`src/rtl/arcade_input_mapper.sv`:
```
// rtl/arcade_input_mapper.sv - PS/2 keymap latches, joystick merge and per-player coin pulse
module arcade_input_mapper #(
  parameter int NUM_PLAYERS    = 2,
  parameter int NUM_BUTTONS    = 3,
  parameter logic [9*NUM_PLAYERS*NUM_BUTTONS-1:0] KEYMAP = '0,
  parameter bit KEY_IGNORE_EXT = 1'b0,
  parameter int JOY_BASE       = 4,
  parameter int COIN_BTN       = 1,
  parameter int COIN_PULSE     = 8
) (
  input  logic                               i_clk_sys,
  input  logic                               i_reset,
  input  logic [10:0]                        i_ps2_key,
  input  logic                               i_key_clear,
  input  logic [16*NUM_PLAYERS-1:0]          i_joystick,
  output logic [NUM_PLAYERS*NUM_BUTTONS-1:0] o_btn,
  output logic [NUM_PLAYERS*NUM_BUTTONS-1:0] o_btn_n,
  output logic [NUM_PLAYERS-1:0]             o_coin_n
);

  localparam int NB = NUM_PLAYERS * NUM_BUTTONS;
  localparam int CW = $clog2(COIN_PULSE + 1);

  typedef enum logic {S_IDLE, S_PULSE} coin_state_t;

  logic              r_old_toggle;
  logic [NB-1:0]     r_latch;
  logic [NB-1:0]     r_btn;
  logic [NB-1:0]     r_btn_n;
  logic [NUM_PLAYERS-1:0] r_src_d;
  logic [NUM_PLAYERS-1:0] r_coin_n;
  coin_state_t       r_state [NUM_PLAYERS];
  logic [CW-1:0]     r_cnt   [NUM_PLAYERS];

  logic              w_event;
  logic [NB-1:0]     w_hit;
  logic [NB-1:0]     w_joy;
  logic [NB-1:0]     w_merged;
  logic [NUM_PLAYERS-1:0] w_src;
  logic              w_unused;

  assign w_event  = i_ps2_key[10] != r_old_toggle;
  assign w_merged = r_latch | w_joy;

  // Only the button slice of each joystick word is consumed; fold the rest away.
  assign w_unused = ^i_joystick;

  // Which keymap entries the current key code addresses (code 0 means unmapped).
  always_comb begin
    logic [8:0] v_code;
    v_code = '0;
    w_hit  = '0;
    for (int i = 0; i < NB; i++) begin
      v_code = KEYMAP[9*i +: 9];
      if (v_code != 9'h000) begin
        if (KEY_IGNORE_EXT)
          w_hit[i] = (v_code[7:0] == i_ps2_key[7:0]);
        else
          w_hit[i] = (v_code == i_ps2_key[8:0]);
      end
    end
  end

  // Pick each button's joystick bit out of its player's 16-bit word.
  always_comb begin
    w_joy = '0;
    for (int p = 0; p < NUM_PLAYERS; p++)
      for (int b = 0; b < NUM_BUTTONS; b++)
        w_joy[p*NUM_BUTTONS+b] = i_joystick[16*p+JOY_BASE+b];
  end

  // Coin source per player is the registered designated button.
  always_comb begin
    w_src = '0;
    for (int p = 0; p < NUM_PLAYERS; p++)
      w_src[p] = r_btn[p*NUM_BUTTONS+COIN_BTN];
  end

  // Toggle tracking and key latches; a clear request beats a same-cycle event.
  always_ff @(posedge i_clk_sys) begin
    r_old_toggle <= i_ps2_key[10];
    if (i_reset) begin
      r_latch <= '0;
    end else if (i_key_clear) begin
      r_latch <= '0;
    end else if (w_event) begin
      for (int i = 0; i < NB; i++)
        if (w_hit[i]) r_latch[i] <= i_ps2_key[9];
    end
  end

  // Registered merge of key latches and joystick bits, both polarities.
  always_ff @(posedge i_clk_sys) begin
    if (i_reset) begin
      r_btn   <= '0;
      r_btn_n <= '1;
    end else begin
      r_btn   <= w_merged;
      r_btn_n <= ~w_merged;
    end
  end

  // Per-player coin FSM: a rising source edge in IDLE yields a COIN_PULSE-wide low pulse.
  always_ff @(posedge i_clk_sys) begin
    for (int p = 0; p < NUM_PLAYERS; p++) begin
      if (i_reset) begin
        r_src_d[p]  <= 1'b0;
        r_state[p]  <= S_IDLE;
        r_cnt[p]    <= '0;
        r_coin_n[p] <= 1'b1;
      end else begin
        r_src_d[p] <= w_src[p];
        case (r_state[p])
          S_IDLE: begin
            if (w_src[p] && !r_src_d[p]) begin
              r_state[p]  <= S_PULSE;
              r_coin_n[p] <= 1'b0;
              r_cnt[p]    <= CW'(COIN_PULSE - 1);
            end
          end
          S_PULSE: begin
            if (r_cnt[p] == '0) begin
              r_state[p]  <= S_IDLE;
              r_coin_n[p] <= 1'b1;
            end else begin
              r_cnt[p] <= r_cnt[p] - 1'b1;
            end
          end
          default: begin
            r_state[p]  <= S_IDLE;
            r_coin_n[p] <= 1'b1;
          end
        endcase
      end
    end
  end

  assign o_btn    = r_btn;
  assign o_btn_n  = r_btn_n;
  assign o_coin_n = r_coin_n;

endmodule

```
`config.mk`:
```
export PLATFORM = sky130hd
export DESIGN_NAME = arcade_input_mapper
export DESIGN_NICKNAME = d
export VERILOG_FILES = /design/src/rtl/arcade_input_mapper.sv
export SDC_FILE = /design/constraint.sdc
export NUM_CORES = 1
export LEC_CHECK = 0
export ABC_AREA = 0
export CORE_ASPECT_RATIO = 1.2
export CORE_MARGIN = 2
export CORE_UTILIZATION = 40
export CTS_BUF_LIST = sky130_fd_sc_hd__clkbuf_8
export DETAILED_ROUTE_END_ITERATION = 16
export PLACE_DENSITY = 0.83
export SETUP_SLACK_MARGIN = 0.1
export SLEW_MARGIN = 40
export SYNTH_ARGS = -nofsm -noshare
export SYNTH_HDL_FRONTEND = slang
export SYNTH_SLANG_ARGS = --single-unit
```
`constraint.sdc`:
```
create_clock -name i_clk_sys -period 3.1 [get_ports i_clk_sys]
set_clock_uncertainty 0.1 [all_clocks]
set_input_delay 0.62 -clock i_clk_sys [delete_from_list [all_inputs] [get_ports i_clk_sys]]
set_output_delay 0.62 -clock i_clk_sys [all_outputs]
set_load 0.005 [all_outputs]
```
=== After elaboration in Yosys (flattened, before gate mapping) ===
Memory sizes are Yosys's and may differ from the RTL's.
Cells that the tools add are included.

* Add/sub/neg operators: 2
* Equality and inequality tests: 4
* Muxes and demuxes: 40
* Bitwise operators: 11
* Reductions and logical operators: 8

{| class="wikitable"
|+ Operator list
! cell !! number
|-
| $mux 1 || 34
|-
| $mux 4 || 4
|-
| $logic_not 4->1 || 2
|-
| $or 1x1->1 || 8
|-
| $sub 4x1->4 const B || 2
|-
| $not 6->6 || 1
|-
| $ne 2x1->1 const B || 2
|-
| $ne 2x2->1 const B || 2
|-
| $pmux 1 s2 || 2
|-
| $reduce_and 2->1 || 2
|-
| $logic_and 1x1->1 || 2
|-
| $logic_not 1->1 || 2
|-
| $not 1->1 || 2
|}

* Register bits after elaboration: 16
* Bits in writable memories: 10
* Input port bits: 46
* Output and inout bits: 14
* Logic and storage cells: 72
* Memories kept: 2

{| class="wikitable"
|+ Memories
! memory !! depth !! width !! read ports !! clocked after memory_dff !! write ports !! line !! RTL
|-
| r_cnt || 2 || 4 || 2 || 0 || 2 || 33 || <nowiki>logic [CW-1:0] r_cnt [NUM_PLAYERS];</nowiki>
|-
| r_state || 2 || 1 || 2 || 0 || 2 || 32 || <nowiki>coin_state_t r_state [NUM_PLAYERS];</nowiki>
|}

=== Longest topological paths before layout ===
* Depth in word-level cells: 8
* Mapped depth: 5
* Mapped depth without buffers: 5

=== Worst setup path after synthesis ===
No wires, ideal clock.

* Path type: register to register
* From: memory r_cnt[0][0] (netlist name)
* To: memory r_cnt[0][0] (netlist name) (enable)
* Setup time: 0.361 ns
* Data arrival time: 1.199 ns
* Data required time: 2.639 ns
* Setup slack: 1.440 ns
* Cell stages (with the launch flop): 5
* Path buffers: 0
* Clock period less this slack: 1.660 ns
* Cells stage by stage: edfxtp_1 inv_1 ha_1 and4bb_2 o21ai_0

{| class="wikitable"
|+ RTL lines
! element !! line
|-
| start, declared || 33
|}

=== Final worst setup path ===
* From: register r_btn[1], in the netlist o_btn[1]
* To: output port o_btn[1]

{| class="wikitable"
|+ RTL lines
! element !! line !! RTL
|-
| start, declared || 28 || <nowiki>logic [NB-1:0] r_btn;</nowiki>
|-
| start signal, assigned || 98 || <nowiki>r_btn <= w_merged;</nowiki>
|-
| end, declared || 16 || <nowiki>output logic [NUM_PLAYERS*NUM_BUTTONS-1:0] o_btn,</nowiki>
|}

No word-level cell between the ends.

==> metrics.md <==
| Metric | Value |
|---|---|
| Outcome | completed |
| Worst hold margin | 0.389 ns |
| Post-CTS Setup Inserts | 0 |
| First drt pass iteration count | 4 |
| CP max-delay cell | clkdlybuf4s50_1 |
| Nets | 162 |
| Initial antenna violation count | 0 |
| WS Path Type | reg -> out |
| Ant. Diodes | 0 |
| TritonCTS Buffers | 3 |
| Async SR Flop Fraction | 0% |
| Net Switching | 0.171 mW |
| Post-Place Cells | 140 |
| DR iter-0 viols | 18 |
| GR peak layer | met2 |
| Post-synth EDFFs | 10 |
| WP buf/inv | 1 |
| Grt met2 use | 25.7% |
| Post-synth net total | 136 |
| Critical Path RT | 2.38 ns |
| Switching share of power | 21.5% |
| Mapped Cells | 88 |
| Root Buffer | clkbuf_8 |
| RSZ-0062 raised after global routing | no |
| Grt met3 use | 3.87% |
| Maxcap violations | 0 |
| Share of cells above drive strength 1 | 7.08% |
| Fin util | 56.4% |
| CTS tree | done |
| Yosys reg bits | 26 |
| Post-synth top area share | 32.8% |
| Clk slew on worst S/H paths | 0.09 ns |
| Die Width | 49.1 µm |
| Area of the mapped netlist | 976 µm² |
| Pins over their slew limit | 0 |
| Top Ports | 60 |
| Area growth, synth to finish | 33.2% |
| Met1 Resource Use GR | 14.5% |
| Worst-margin pin slew | 0.541 ns |
| WL final | 1.68 mm |
| Max Fclk | 0.531 GHz |
| Syn. warnings | 0 |
| Core area | 0.00231 mm² |
| Fin crit share | 60.8% |
| Setup tns final | 0 ns |
| DRT antenna net count | 0 |
| CP startpoint kind | flop |
| Critical-path cell list | clkdlybuf4s50_1 |
| Synth area leaders | dfxtp_1 33%, edfxtp_1 31%, inv_1 5.8%, nor2b_1 4.5%, xnor2_1 3.6% |
| Internal power | 0.622 mW |
| Max VDD drop | 633 µV |
| Port Buf Inserts | 21 |
| Largest net degree at the start of global routing | 16 |
| Critical Path Sink Type | output pin |
| Routed length per instance | 11.7 µm |
| CP top delay family | buffers and inverters |
| PwrDens | 610 mW/mm² |
| Prevailing post-synth register cell | dfxtp_1 |
| Number of global-route vias before repair | 705 |
| Number of remaining DRC errors | 0 |
| Seq/Total Area, Yosys | 63.6% |
| Share of power burned in the clock network | 34.6% |
| CP max FO | 4 |
| Part of the power in registers | 51.6% |
| Longest Clk Path Bufs | 2 |
| Cell taking the most area after synthesis | dfxtp_1 |
| Layout Cells excl Fill | 144 |
| Die Y | 58.1 µm |
| Resized Gates After CTS | 0 |
| Hold-fix buffers, CTS | 0 |
| Row count | 19 |
| Synth cell count leaders | 16 x dfxtp_1, 15 x inv_1, 10 x edfxtp_1 |
| Clk_lat worst skew | 0.27 ns |
| Critical path data arrival time | 1.16 ns |
| CP max stage delay | 0.52 ns |
| Gpl congestion | 0.721 |
| Avg Inst Size Synth | 11.1 µm² |
| Vias | 691 |
| Die ar. | 0.00285 mm² |
| Total grt overflow | 0 |
| Tightest Hold Check Type | reg -> reg |
| First-pass GRT wire length | 3.00 mm |
| Final hold vios | 0 |
| Pleak | 0.543 nW |
| Gate power share | 13.7% |
| Slew headroom | 63.5% |
| Top-count cell post-synth | dfxtp_1 |
| H-tree Lvls | 1 |
| Starting density of the core | 42.3% |
| Count of cell types in the netlist | 20 |
| Final min period | 1.88 ns |
| Final setup vio count | 0 |
| Clk sink count | 26 |
| Total track usage | 13.7% |
| Detailed Place HPWL | 1.27 mm |
| Vias per cell | 4.80 |
[layer usage]
| layer | vias up | part of all wire (%) |
|---|---|---|
| li1 | 335 | - |
| met1 | 323 | 41 |
| met2 | 31 | 51 |
| met3 | 2 | 6.7 |
| met4 | 0 | 1.2 |
| met5 | - | 0 |
[cell families after synthesis]
group / Yosys count / synth area share, %
AND/OR/NAND/NOR: 29 / 16.7
flip-flops: 26 / 63.6
buffers and inverters: 16 / 6.15
AO/OA/AOI/OAI: 11 / 7.44
XOR/XNOR: 4 / 3.59
adder cells (fa/ha/maj): 2 / 2.56
[sequential cells by signal, indices dropped and copies added (netlist names)]
signal,flops
o_btn_n,6
o_btn,6
r_src_d,2
r_cnt,8
o_coin_n,2
r_state,2
[stage by stage]
step / cell area [µm²] / power (mW) / worst slack, ns
finish: 1300 / 0.793 / 1.22
global route: 1300 / 0.831 / 1.12
CTS: 1300 / 0.799 / 1.21
detailed placement: 1230 / 0.526 / 0.968
global placement: 1230 / 0.518 / 0.982
floorplan: 976 / 0.477 / 1.44
[layout by cell type, fill, tap and decap left out, drive strengths merged]
master,instances
edfxtp,10
dfxtp,16
a22oi,1
xnor2,4
nor2,6
nand2b,1
o21ai,6
nor2b,7
nand2,8
o31a,1
nand3,1
clkdlybuf4s50,21
bufinv,1
and4bb,1
buf,1
a21oi,2
nor3b,1
or3b,2
clkbuf,3
inv,15
nor3,2
ha,2
o311ai,1
[worst paths after layout]
check                                      startpoint                         to  slack (ns)  depth (start not counted)
worst min register to register    o_btn[4]$_SDFF_PP0_      r_src_d[1]$_SDFF_PP0_        0.39                          1
worst max-delay path              o_btn[1]$_SDFF_PP0_                   o_btn[1]        1.22                          1
worst min-delay path              o_btn[4]$_SDFF_PP0_      r_src_d[1]$_SDFF_PP0_        0.39                          1
worst max register to register  r_cnt[0][0]$_DFFE_PP_  r_cnt[0][3]$_SDFFCE_PN0P_        1.23                          4
[area by class of cell]
class,count,area (µm²)
inverters,15,56.3
flip-flops and latches,26,621
fillers,206,1010
multi-input cells,46,295
well taps,31,38.8
clock buffers,3,41.3
clock inverters,1,30.0
repair buffers,22,218
[power by group through the flow]
stage / clock (mW) / sequential, mW / combinational (mW)
2_1_floorplan: 0 / 0.413 / 0.0641
3_3_place_gp: 0 / 0.415 / 0.103
3_5_place_dp: 0 / 0.417 / 0.108
4_1_cts: 0.279 / 0.410 / 0.110
5_1_grt: 0.294 / 0.413 / 0.124
6_report: 0.274 / 0.409 / 0.109
No activity file was read; power rests on OpenSTA's default activity.
